--- src/rtl/obstacle_pkg.sv ---
// Shared types and constants for the frame-synchronous obstacle selector.
// Obstacle word layout is {obstacle_x, obstacle_y, rgb}, MSB first.
package obstacle_pkg;

   localparam int unsigned X_W     = 12;
   localparam int unsigned Y_W     = 12;
   localparam int unsigned RGB_W   = 12;
   localparam int unsigned OBST_W  = X_W + Y_W + RGB_W;
   localparam int unsigned RGB_OFF = 0;
   localparam int unsigned Y_OFF   = RGB_W;
   localparam int unsigned X_OFF   = RGB_W + Y_W;

   typedef struct packed {
      logic [X_W-1:0]   x;
      logic [Y_W-1:0]   y;
      logic [RGB_W-1:0] rgb;
   } obstacle_t;

   typedef enum logic [1:0] {
      IDLE    = 2'd0,
      PENDING = 2'd1,
      BLANK   = 2'd2
   } sel_state_e;

   localparam obstacle_t BLANK_WORD_DEF = '0;

   // Width of a channel index; a single-channel select still needs one bit.
   function automatic int unsigned sel_w(input int unsigned n);
      return (n <= 2) ? 1 : $clog2(n);
   endfunction

   // Width of the blank-frame counter, able to hold the value n.
   function automatic int unsigned cnt_w(input int unsigned n);
      return (n == 0) ? 1 : $clog2(n + 1);
   endfunction

endpackage

--- src/rtl/obstacle_sel_sync_if.sv ---
// Select request/acknowledge handshake between a controller and the selector.
interface obstacle_sel_sync_if #(
   parameter int unsigned SW = 3
);
   logic          sel_req;
   logic [SW-1:0] sel_id;
   logic          sel_ready;
   logic          sel_ack;
   logic          sel_err;

   modport master (
      output sel_req,
      output sel_id,
      input  sel_ready,
      input  sel_ack,
      input  sel_err
   );

   modport slave (
      input  sel_req,
      input  sel_id,
      output sel_ready,
      output sel_ack,
      output sel_err
   );
endinterface

--- src/rtl/obstacle_sel_fsm.sv ---
// Select handshake and frame-boundary switch controller: owns active_sel,
// the pending channel and the post-switch blanking counter.
module obstacle_sel_fsm
   import obstacle_pkg::*;
#(
   parameter  int unsigned NCH          = 7,
   parameter  int unsigned BLANK_FRAMES = 1,
   parameter  int unsigned RESET_SEL    = 0,
   localparam int unsigned SW           = sel_w(NCH)
) (
   input  logic                  pclk,
   input  logic                  rst,
   input  logic                  frame_start,
   obstacle_sel_sync_if.slave    sel_bus,
   output logic [SW-1:0]         active_sel,
   output logic                  blanking
);

   localparam int unsigned BCW = cnt_w(BLANK_FRAMES);

   sel_state_e     r_state;
   logic [SW-1:0]  r_pending;
   logic [BCW-1:0] r_blank_cnt;
   logic [SW-1:0]  r_active_sel;
   logic           r_blanking;
   logic           r_ack;
   logic           r_err;

   sel_state_e     w_state_nxt;
   logic [SW-1:0]  w_pending_nxt;
   logic [BCW-1:0] w_blank_cnt_nxt;
   logic [SW-1:0]  w_active_sel_nxt;
   logic           w_blanking_nxt;
   logic           w_ack_nxt;
   logic           w_err_nxt;
   logic           w_id_valid;

   // Compare one bit wider so a power-of-two NCH stays a legal comparison.
   assign w_id_valid = ({1'b0, sel_bus.sel_id} < (SW + 1)'(NCH));

   always_ff @(posedge pclk or posedge rst) begin
      if (rst) begin
         r_state      <= IDLE;
         r_pending    <= '0;
         r_blank_cnt  <= '0;
         r_active_sel <= SW'(RESET_SEL);
         r_blanking   <= 1'b0;
         r_ack        <= 1'b0;
         r_err        <= 1'b0;
      end else begin
         r_state      <= w_state_nxt;
         r_pending    <= w_pending_nxt;
         r_blank_cnt  <= w_blank_cnt_nxt;
         r_active_sel <= w_active_sel_nxt;
         r_blanking   <= w_blanking_nxt;
         r_ack        <= w_ack_nxt;
         r_err        <= w_err_nxt;
      end
   end

   always_comb begin
      w_state_nxt      = r_state;
      w_pending_nxt    = r_pending;
      w_blank_cnt_nxt  = r_blank_cnt;
      w_active_sel_nxt = r_active_sel;
      w_blanking_nxt   = r_blanking;
      w_ack_nxt        = 1'b0;
      w_err_nxt        = 1'b0;

      case (r_state)
         IDLE: begin
            // A frame_start in the same cycle as acceptance does not switch.
            if (sel_bus.sel_req) begin
               if (w_id_valid) begin
                  w_pending_nxt = sel_bus.sel_id;
                  w_ack_nxt     = 1'b1;
                  w_state_nxt   = PENDING;
               end else begin
                  w_err_nxt     = 1'b1;
               end
            end
         end

         PENDING: begin
            if (frame_start) begin
               w_active_sel_nxt = r_pending;
               if (BLANK_FRAMES == 0) begin
                  w_state_nxt = IDLE;
               end else begin
                  w_blank_cnt_nxt = BCW'(BLANK_FRAMES);
                  w_blanking_nxt  = 1'b1;
                  w_state_nxt     = BLANK;
               end
            end
         end

         BLANK: begin
            if (frame_start) begin
               if (r_blank_cnt <= BCW'(1)) begin
                  w_blank_cnt_nxt = '0;
                  w_blanking_nxt  = 1'b0;
                  w_state_nxt     = IDLE;
               end else begin
                  w_blank_cnt_nxt = r_blank_cnt - BCW'(1);
               end
            end
         end

         default: begin
            w_blanking_nxt = 1'b0;
            w_state_nxt    = IDLE;
         end
      endcase
   end

   assign sel_bus.sel_ready = (r_state == IDLE);
   assign sel_bus.sel_ack   = r_ack;
   assign sel_bus.sel_err   = r_err;
   assign active_sel        = r_active_sel;
   assign blanking          = r_blanking;

endmodule

--- src/rtl/obstacle_sel_sync.sv ---
// Frame-synchronous obstacle selector: registered NCH-to-1 word mux whose
// channel changes only at frame boundaries, with optional post-switch blanking.
module obstacle_sel_sync
   import obstacle_pkg::*;
#(
   parameter  int unsigned NCH          = 7,
   parameter  int unsigned W            = OBST_W,
   parameter  int unsigned BLANK_FRAMES = 1,
   parameter  logic [W-1:0] BLANK_VALUE = W'(BLANK_WORD_DEF),
   parameter  int unsigned RESET_SEL    = 0,
   localparam int unsigned SW           = sel_w(NCH)
) (
   input  logic                  pclk,
   input  logic                  rst,
   input  logic [NCH*W-1:0]      ch_in,
   input  logic                  frame_start,
   obstacle_sel_sync_if.slave    sel_bus,
   output logic [SW-1:0]         active_sel,
   output logic                  blanking,
   output logic [W-1:0]          mux_out
);

   logic [W-1:0] r_mux_out;
   logic [W-1:0] w_sel_word;

   obstacle_sel_fsm #(
      .NCH          (NCH),
      .BLANK_FRAMES (BLANK_FRAMES),
      .RESET_SEL    (RESET_SEL)
   ) u_fsm (
      .pclk        (pclk),
      .rst         (rst),
      .frame_start (frame_start),
      .sel_bus     (sel_bus),
      .active_sel  (active_sel),
      .blanking    (blanking)
   );

   // Channel slice picked by the registered active_sel only.
   always_comb begin
      w_sel_word = '0;
      for (int k = 0; k < int'(NCH); k++) begin
         if (active_sel == SW'(k)) begin
            w_sel_word = ch_in[k*W +: W];
         end
      end
   end

   always_ff @(posedge pclk or posedge rst) begin
      if (rst) begin
         r_mux_out <= '0;
      end else begin
         r_mux_out <= blanking ? BLANK_VALUE : w_sel_word;
      end
   end

   assign mux_out = r_mux_out;

endmodule

--- src/flat_wrapper.sv ---
// flat-port wrapper written by rule: the top's interface ports become plain ports
module obstacle_sel_sync_flat import obstacle_pkg::*;
#(
   parameter  int unsigned NCH          = 7,
   parameter  int unsigned W            = OBST_W,
   parameter  int unsigned BLANK_FRAMES = 1,
   parameter  logic [W-1:0] BLANK_VALUE = W'(BLANK_WORD_DEF),
   parameter  int unsigned RESET_SEL    = 0,
   localparam int unsigned SW           = sel_w(NCH)
)
  (pclk, rst, ch_in, frame_start, active_sel, blanking, mux_out, sel_bus_sel_req, sel_bus_sel_id, sel_bus_sel_ready, sel_bus_sel_ack, sel_bus_sel_err);
  obstacle_sel_sync_if #(.SW(3)) sel_bus_i ();
  input  logic pclk;
  input  logic rst;
  input  logic [NCH*W-1:0] ch_in;
  input  logic frame_start;
  output logic [SW-1:0] active_sel;
  output logic blanking;
  output logic [W-1:0] mux_out;
  input wire logic [$bits(sel_bus_i.sel_req)-1:0] sel_bus_sel_req;
  input wire logic [$bits(sel_bus_i.sel_id)-1:0] sel_bus_sel_id;
  output wire logic [$bits(sel_bus_i.sel_ready)-1:0] sel_bus_sel_ready;
  output wire logic [$bits(sel_bus_i.sel_ack)-1:0] sel_bus_sel_ack;
  output wire logic [$bits(sel_bus_i.sel_err)-1:0] sel_bus_sel_err;
  assign sel_bus_i.sel_req = sel_bus_sel_req;
  assign sel_bus_i.sel_id = sel_bus_sel_id;
  assign sel_bus_sel_ready = sel_bus_i.sel_ready;
  assign sel_bus_sel_ack = sel_bus_i.sel_ack;
  assign sel_bus_sel_err = sel_bus_i.sel_err;
  obstacle_sel_sync #(.NCH(NCH), .W(W), .BLANK_FRAMES(BLANK_FRAMES), .BLANK_VALUE(BLANK_VALUE), .RESET_SEL(RESET_SEL)) u_core (.pclk(pclk), .rst(rst), .ch_in(ch_in), .frame_start(frame_start), .sel_bus(sel_bus_i), .active_sel(active_sel), .blanking(blanking), .mux_out(mux_out));
endmodule
--- config.mk ---
export PLATFORM = sky130hd
export DESIGN_NAME = obstacle_sel_sync_flat
export DESIGN_NICKNAME = d
export VERILOG_FILES = /design/src/rtl/obstacle_pkg.sv /design/src/rtl/obstacle_sel_sync_if.sv /design/src/rtl/obstacle_sel_fsm.sv /design/src/rtl/obstacle_sel_sync.sv /design/src/flat_wrapper.sv
export SDC_FILE = /design/constraint.sdc
export NUM_CORES = 1
export LEC_CHECK = 0
export BUFFER_PORTS_ARGS = -buffer_cell sky130_fd_sc_hd__buf_2
export CAP_MARGIN = 40
export CORE_AREA = 2 2 117 119
export CTS_CLUSTER_DIAMETER = 50
export CTS_CLUSTER_SIZE = 40
export DETAILED_ROUTE_END_ITERATION = 12
export DIE_AREA = 0 0 119 121
export MAX_ROUTING_LAYER = met4
export PLACE_DENSITY_LB_ADDON = 0.05
export SYNTH_ARGS = -nofsm -noshare
export SYNTH_HDL_FRONTEND = slang
export SYNTH_SLANG_ARGS = --single-unit
--- constraint.sdc ---
create_clock -name pclk -period 1.5 [get_ports pclk]
set_clock_uncertainty 0.15 [all_clocks]
set_input_delay 0.075 -clock pclk [delete_from_list [all_inputs] [get_ports pclk]]
set_output_delay 0.075 -clock pclk [all_outputs]
set_load 0.005 [all_outputs]
Yosys cells after proc, flatten, opt, wreduce, memory -nomap -nowiden
Index checks and enable logic that the tools add are counted.
Word-level totals
  input bits: 259
  output and inout port bits: 43
  register bits: 48
  word-level logic and storage cells: 60
Operators by class
  add/sub/neg operators: 1
  equality and inequality tests: 13
  mux-type cells: 27
  magnitude comparators: 2
  bitwise operators: 1
  reductions and logical operators: 8
Operators by type and width (number)
  two-way mux 36 bit: 8
  two-way mux 1 bit: 11
  two-way mux 2 bit: 5
  equality test 3 bit (second input constant): 3
  != test 2 bit (second input constant): 4
  equality test 3 x 2 -> 1 bit (second input constant): 2
  case mux 2 bit (3 select lines): 1
  AND reduction 3 bit: 2
  AND reduction 5 bit: 1
  AND reduction 4 bit: 1
  equality test 3 x 1 -> 1 bit (second input constant): 1
  logical NOT 3 bit: 1
  less-than comparator 3 bit (second input constant): 1
  case mux 1 bit (3 select lines): 1
  equality test 2 x 1 -> 1 bit (second input constant): 1
  equality test 2 bit (second input constant): 1
  logical NOT 2 bit: 1
  != test 2 x 1 -> 1 bit (second input constant): 1
  case mux 1 bit (2 select lines): 1
  AND reduction 2 bit: 1
  nonzero test 2 bit: 1
  less-or-equal comparator 1 bit (second input constant): 1
  NOT 1 bit: 1
  subtractor 1 bit (second input constant): 1

Logic depth before layout (Yosys ltp)
  depth after elaboration: 9
  depth in mapped cells: 7
  gate-level depth less buffers: 4

Modules after synthesis
A second synthesis with hierarchy kept.
Second synthesis, totals
  cell total of the unflattened synthesis: 538
  area total of the unflattened synthesis: 4277.9 sq um
Modules (own cells, without submodules)
  obstacle_sel_sync: area an instance 3778.6 sq um, cells each 497, sequential area each 900.9 sq um, times used 1
  obstacle_sel_fsm: area an instance 499.2 sq um, cells each 41, sequential area each 275.3 sq um, times used 1

Least setup slack after synthesis
Ideal clock, no wire load.
  kind: reg-to-reg
  start point: reg u_core.u_fsm.r_active_sel[2] (netlist: u_core.u_fsm.active_sel[2])
  end point: reg u_core.r_mux_out[11] (netlist: u_core.mux_out[11])
  stages on the path, launching flop included: 6
  setup slack: -139 ps
  library setup time: 150 ps
  period minus slack after synthesis: 1639 ps
  data required time: 1200 ps
  arrival: 1340 ps
  path buffers: 2
  path through: dfrtp_1 -> buf_6 -> nor2_1 -> clkbuf_1 -> a22o_1 -> a211oi_2
Between the ends
  longest elaborated chain between the ends: 9
  elaborated cells between the ends (all ways): 15
  classes of those cells: 6 x eq/ne; 8 x mux; 1 x reduce/logical
RTL lines
  start, declared: line obstacle_sel_fsm.sv:24  | logic [SW-1:0] r_active_sel;
  start signal, assigned: line obstacle_sel_fsm.sv:46  | r_active_sel <= SW'(RESET_SEL);
  start signal, assigned: line obstacle_sel_fsm.sv:54  | r_active_sel <= w_active_sel_nxt;
  logical NOT 3 bit: line obstacle_sel_sync.sv:43  | if (active_sel == SW'(k)) begin
  two-way mux 36 bit (6 in series): line obstacle_sel_sync.sv:43
  two-way mux 36 bit (*): line obstacle_sel_sync.sv:43
  two-way mux 36 bit (*): line obstacle_sel_sync.sv:53  | r_mux_out <= blanking ? BLANK_VALUE : w_sel_word;
  end signal, assigned: line obstacle_sel_sync.sv:53
  end, declared: line obstacle_sel_sync.sv:23  | logic [W-1:0] r_mux_out;
Every way passes the cells marked *; elsewhere a longest branch is shown, timed or not.
A chain may end at the register's enable or synchronous reset.

Worst setup path after layout
  start point: reg u_core.u_fsm.r_active_sel[2] (netlist: u_core.u_fsm.active_sel[2])
  end point: reg u_core.r_mux_out[1] (netlist: u_core.mux_out[1])
Same word-level chain as after synthesis.

==> results.md <==
- Via count: 4916
- Setup crit start kind: register
- CP top delay family: flip-flops
- Antenna-violating nets left: 0
- Worst Tran Pin Value: 0.444 ns
- Share of post-route cells with drive strength above 1: 0.587
- GR Util met3: 0.0320
- Max-capacitance violation count: 0
- Syn Nets: slightly below 700
- Largest net degree at the start of global routing: 25
- Peak supply drop: between 800 and 900 uV
- WP depth: 5
- Grt total ovfl: 0
- Area grow syn2layout: 89.4%
- LEAKAGE: between 3 and 4 nW
- Crit path DAT: 1.74 ns
- Nets@finish: between 1000 and 1500
- Initial DRC count: ~290
- Post-Syn Area: 3770 um^2
- Outcome: finished, violations left
- P per Cell Area: between 1500 and 2000 nW/um^2
- Synth cell types: 29
- RSZ-0062 raised after global routing: yes
- Top post-synthesis cells by area: dfrtp_1 (31%), mux2i_1 (9.6%), o21ai_0 (6.9%), o22ai_1 (6.1%), a22o_1 (5.6%)
- Yosys reg bits: 47
- First-pass GRT wire length: 26100 um
- Hold slack: -0.00477 ns
- H-tree levels: 2
- Ant. Diodes: 0
- Part of the cycle the worst path needs: 1.15
- Number of port buffers: about 300
- CTS tree: yes
- Largest fanout on the critical path: 11
- CP max stage delay: between 0.5 and 0.6 ns
- Register-to-Register Path Depth: 5
- Die Wd: 119 um
- Worst Path Required: roughly 1.5 ns
- Seq/Total Area, Yosys: 0.312
- Setup-failing EPs final: 36
- Cells after Synth: approximately 420
- Die footprint: between 10000 and 15000 um^2
- Post-synth ARST share: 1.00
- I/O pins: slightly above 300
- Kind of critical path: register to register
- Clock sinks: 47
- Worst-path cell chain: buf_8, mux2_1, o22ai_1, a22o_1, a211oi_2
- Routed length per instance: ~18 um
- Initial antenna violation count: 0
- Die height: 121 um
- Dpl ws: -0.248 ns
- FP Rows: 42
- Worst Path Buf+Inv: 1
- Total CTS buffers: 5
- Fmax: 580 MHz
- Min Tclk post-route: around 1.7 ns
- CP max-delay cell: dfrtp_4
- Via/cell ratio: between 5 and 6
- Setup ws final: -0.225 ns
- Starting Density: 0.288
- Total wire length: roughly 18000 um
- Hold/Removal Path Class: primary input to register
- Met2 Track Usage GR: 0.434
- Most Crowded Layer GR: met2
- Final setup TNS: -6.28 ns
- Total power: roughly 13 mW
- EDFF count, synth: 0
- CTS root buffer: clkbuf_16
- Hold Fails Final Rpt: 1
- Placer Congestion: roughly 0.83
- Avg Cell Area, Syn: 8.91 um^2
- Residual DRC: 0
- GRT Overall Usage: 0.235
- CP Capture Type: register
- Clk slew on worst S/H paths: 0.07 ns
- Worst-skew pair later-pin latency: about 0.28 ns
- Yosys Warn Count: 0
- Core ar.: roughly 13000 um^2
- Fillers: ~1200
- Violated checks: hold timing, setup timing
- Synth top area share: 0.312
- Slew headroom: 0.704
- Met1 Use GR: 0.272
- Most used DFF post-synth: dfrtp_1
- Dpl hpwl: 12500 um
- TritonRoute pass-1 iters: 5
- Final Max Tran Viols: 0
- Post-synth top area cell: dfrtp_1
- Vias in the first global route: 5080
- CTS Buffer Depth: 2
- Worst Hold Depth: 3
through the flow:
step                 util  cells  area (um^2)
floorplan               -    423         3820
global placement    0.437    890         5720
detailed placement  0.438    891         5730
CTS                 0.522    961         6830
global route        0.545    970         7140
finish              0.545    970         7140
worst paths after layout:
path | from | to | slack [ns]
worst max register to register | u_core.u_fsm.active_sel[2]$_DFFE_PP0P_ | u_core.mux_out[1]$_DFF_PP0_ | -0.22
min in group asynchronous | rst | u_core.u_fsm.sel_bus.sel_ack$_DFF_PP0_ | 0.19
worst min-delay path | ch_in[67] | u_core.mux_out[31]$_DFF_PP0_ | -0.005
worst max-delay path | u_core.u_fsm.active_sel[2]$_DFFE_PP0P_ | u_core.mux_out[1]$_DFF_PP0_ | -0.22
max in group asynchronous | rst | u_core.u_fsm.blanking$_DFFE_PP0P_ | 0.55
worst min register to register | u_core.u_fsm.r_pending[0]$_DFFE_PP0P_ | u_core.u_fsm.r_pending[0]$_DFFE_PP0P_ | 0.35
worst min-delay path, delay by kind of cell:
| kind | cells | cell delay (ns) |
|---|---|---|
| AOI/OAI and AO/OA | 2 | 0.21 |
| buffers and inverters | 1 | 0.10 |
cell usage after synthesis, types with 9 or more instances:
master	instances
o21ai_0	52
dfrtp_1	47
o22ai_1	37
mux2i_1	36
inv_1	25
a22o_1	24
clkbuf_1	22
mux2_2	17
nor2_1	17
a211oi_1	15
buf_2	15
nor2b_1	14
a21oi_1	13
nand3b_1	13
a22oi_1	12
o32ai_1	12
mux2_1	10
a211oi_2	9
o21ai_1	9
placed cells by master, fill, tap and decap left out, types with 3 or more instances in the layout:
cell type,netlist,routed
buf_2,15,301
dlygate4sd3_1,0,50
o21ai_0,52,47
dfrtp_1,47,43
mux2i_1,36,34
inv_1,25,24
buf_4,3,24
a211oi_2,9,23
a22o_1,24,23
o22ai_1,37,18
o22ai_2,0,18
mux2_4,0,16
buf_12,0,14
nor2_1,17,13
nor2b_1,14,13
nand3b_1,13,13
a22oi_1,12,12
buf_6,7,10
o21ai_1,9,8
clkbuf_16,0,8
a21oi_2,0,7
a21oi_1,13,6
o32ai_1,12,6
mux2_2,17,6
o21ai_2,0,6
o32ai_2,0,6
mux2_1,10,5
nand2b_4,0,3
nand2b_1,5,3
o22a_1,3,3
buf_8,0,3
layer usage:
layer	routed length (um)	share of wire
met5	0	0
met1	7140	0.40
met3	1040	0.059
met4	340	0.019
met2	9110	0.52
cells by family (layout without fill, tap and decap cells):
group	Yosys count	in the layout	share of synthesized area
buffers and inverters	72	442	0.0936
and+or+nand+nor	54	55	0.0820
muxes	63	63	0.176
AOI/OAI and AO/OA	187	187	0.336
DFF	47	47	0.312
layout make-up:
type | instances | area [um^2] | area share
multi-input cells | 305 | 2660 | 0.373
repair buffers | 409 | 2820 | 0.395
clock buffers | 8 | 156 | 0.0219
inverters | 25 | 93.8 | 0.0131
flip-flops and latches | 47 | 1190 | 0.166
well taps | 176 | 220 | 0.0309
timing repair:
item,in CTS,in global routing
gates cloned,6,4
gates resized for setup,58,41
pin swaps,24,47
endpoints found under the hold margin,45,0
hold buffers,50,0
setup buffers,7,6
setup endpoints to repair,36,37
where the power goes:
group / total [mW] / switching (mW) / leakage (nW) / internal, mW
sequential: 2.06 / 0.275 / 0.606 / 1.78
combinational: 9.42 / 4.56 / 2.92 / 4.85
clock: 1.19 / 0.481 / 0.0772 / 0.711
sequential cells by signal (all words and copies together) (netlist names):
name,cells
u_core.mux_out,36
u_core.u_fsm.active_sel,3
u_core.u_fsm.blanking,1
u_core.u_fsm.r_pending,3
u_core.u_fsm.r_state,2
u_core.u_fsm.sel_bus.sel_ack,1
u_core.u_fsm.sel_bus.sel_err,1
(Power assumes the default switching activity.)
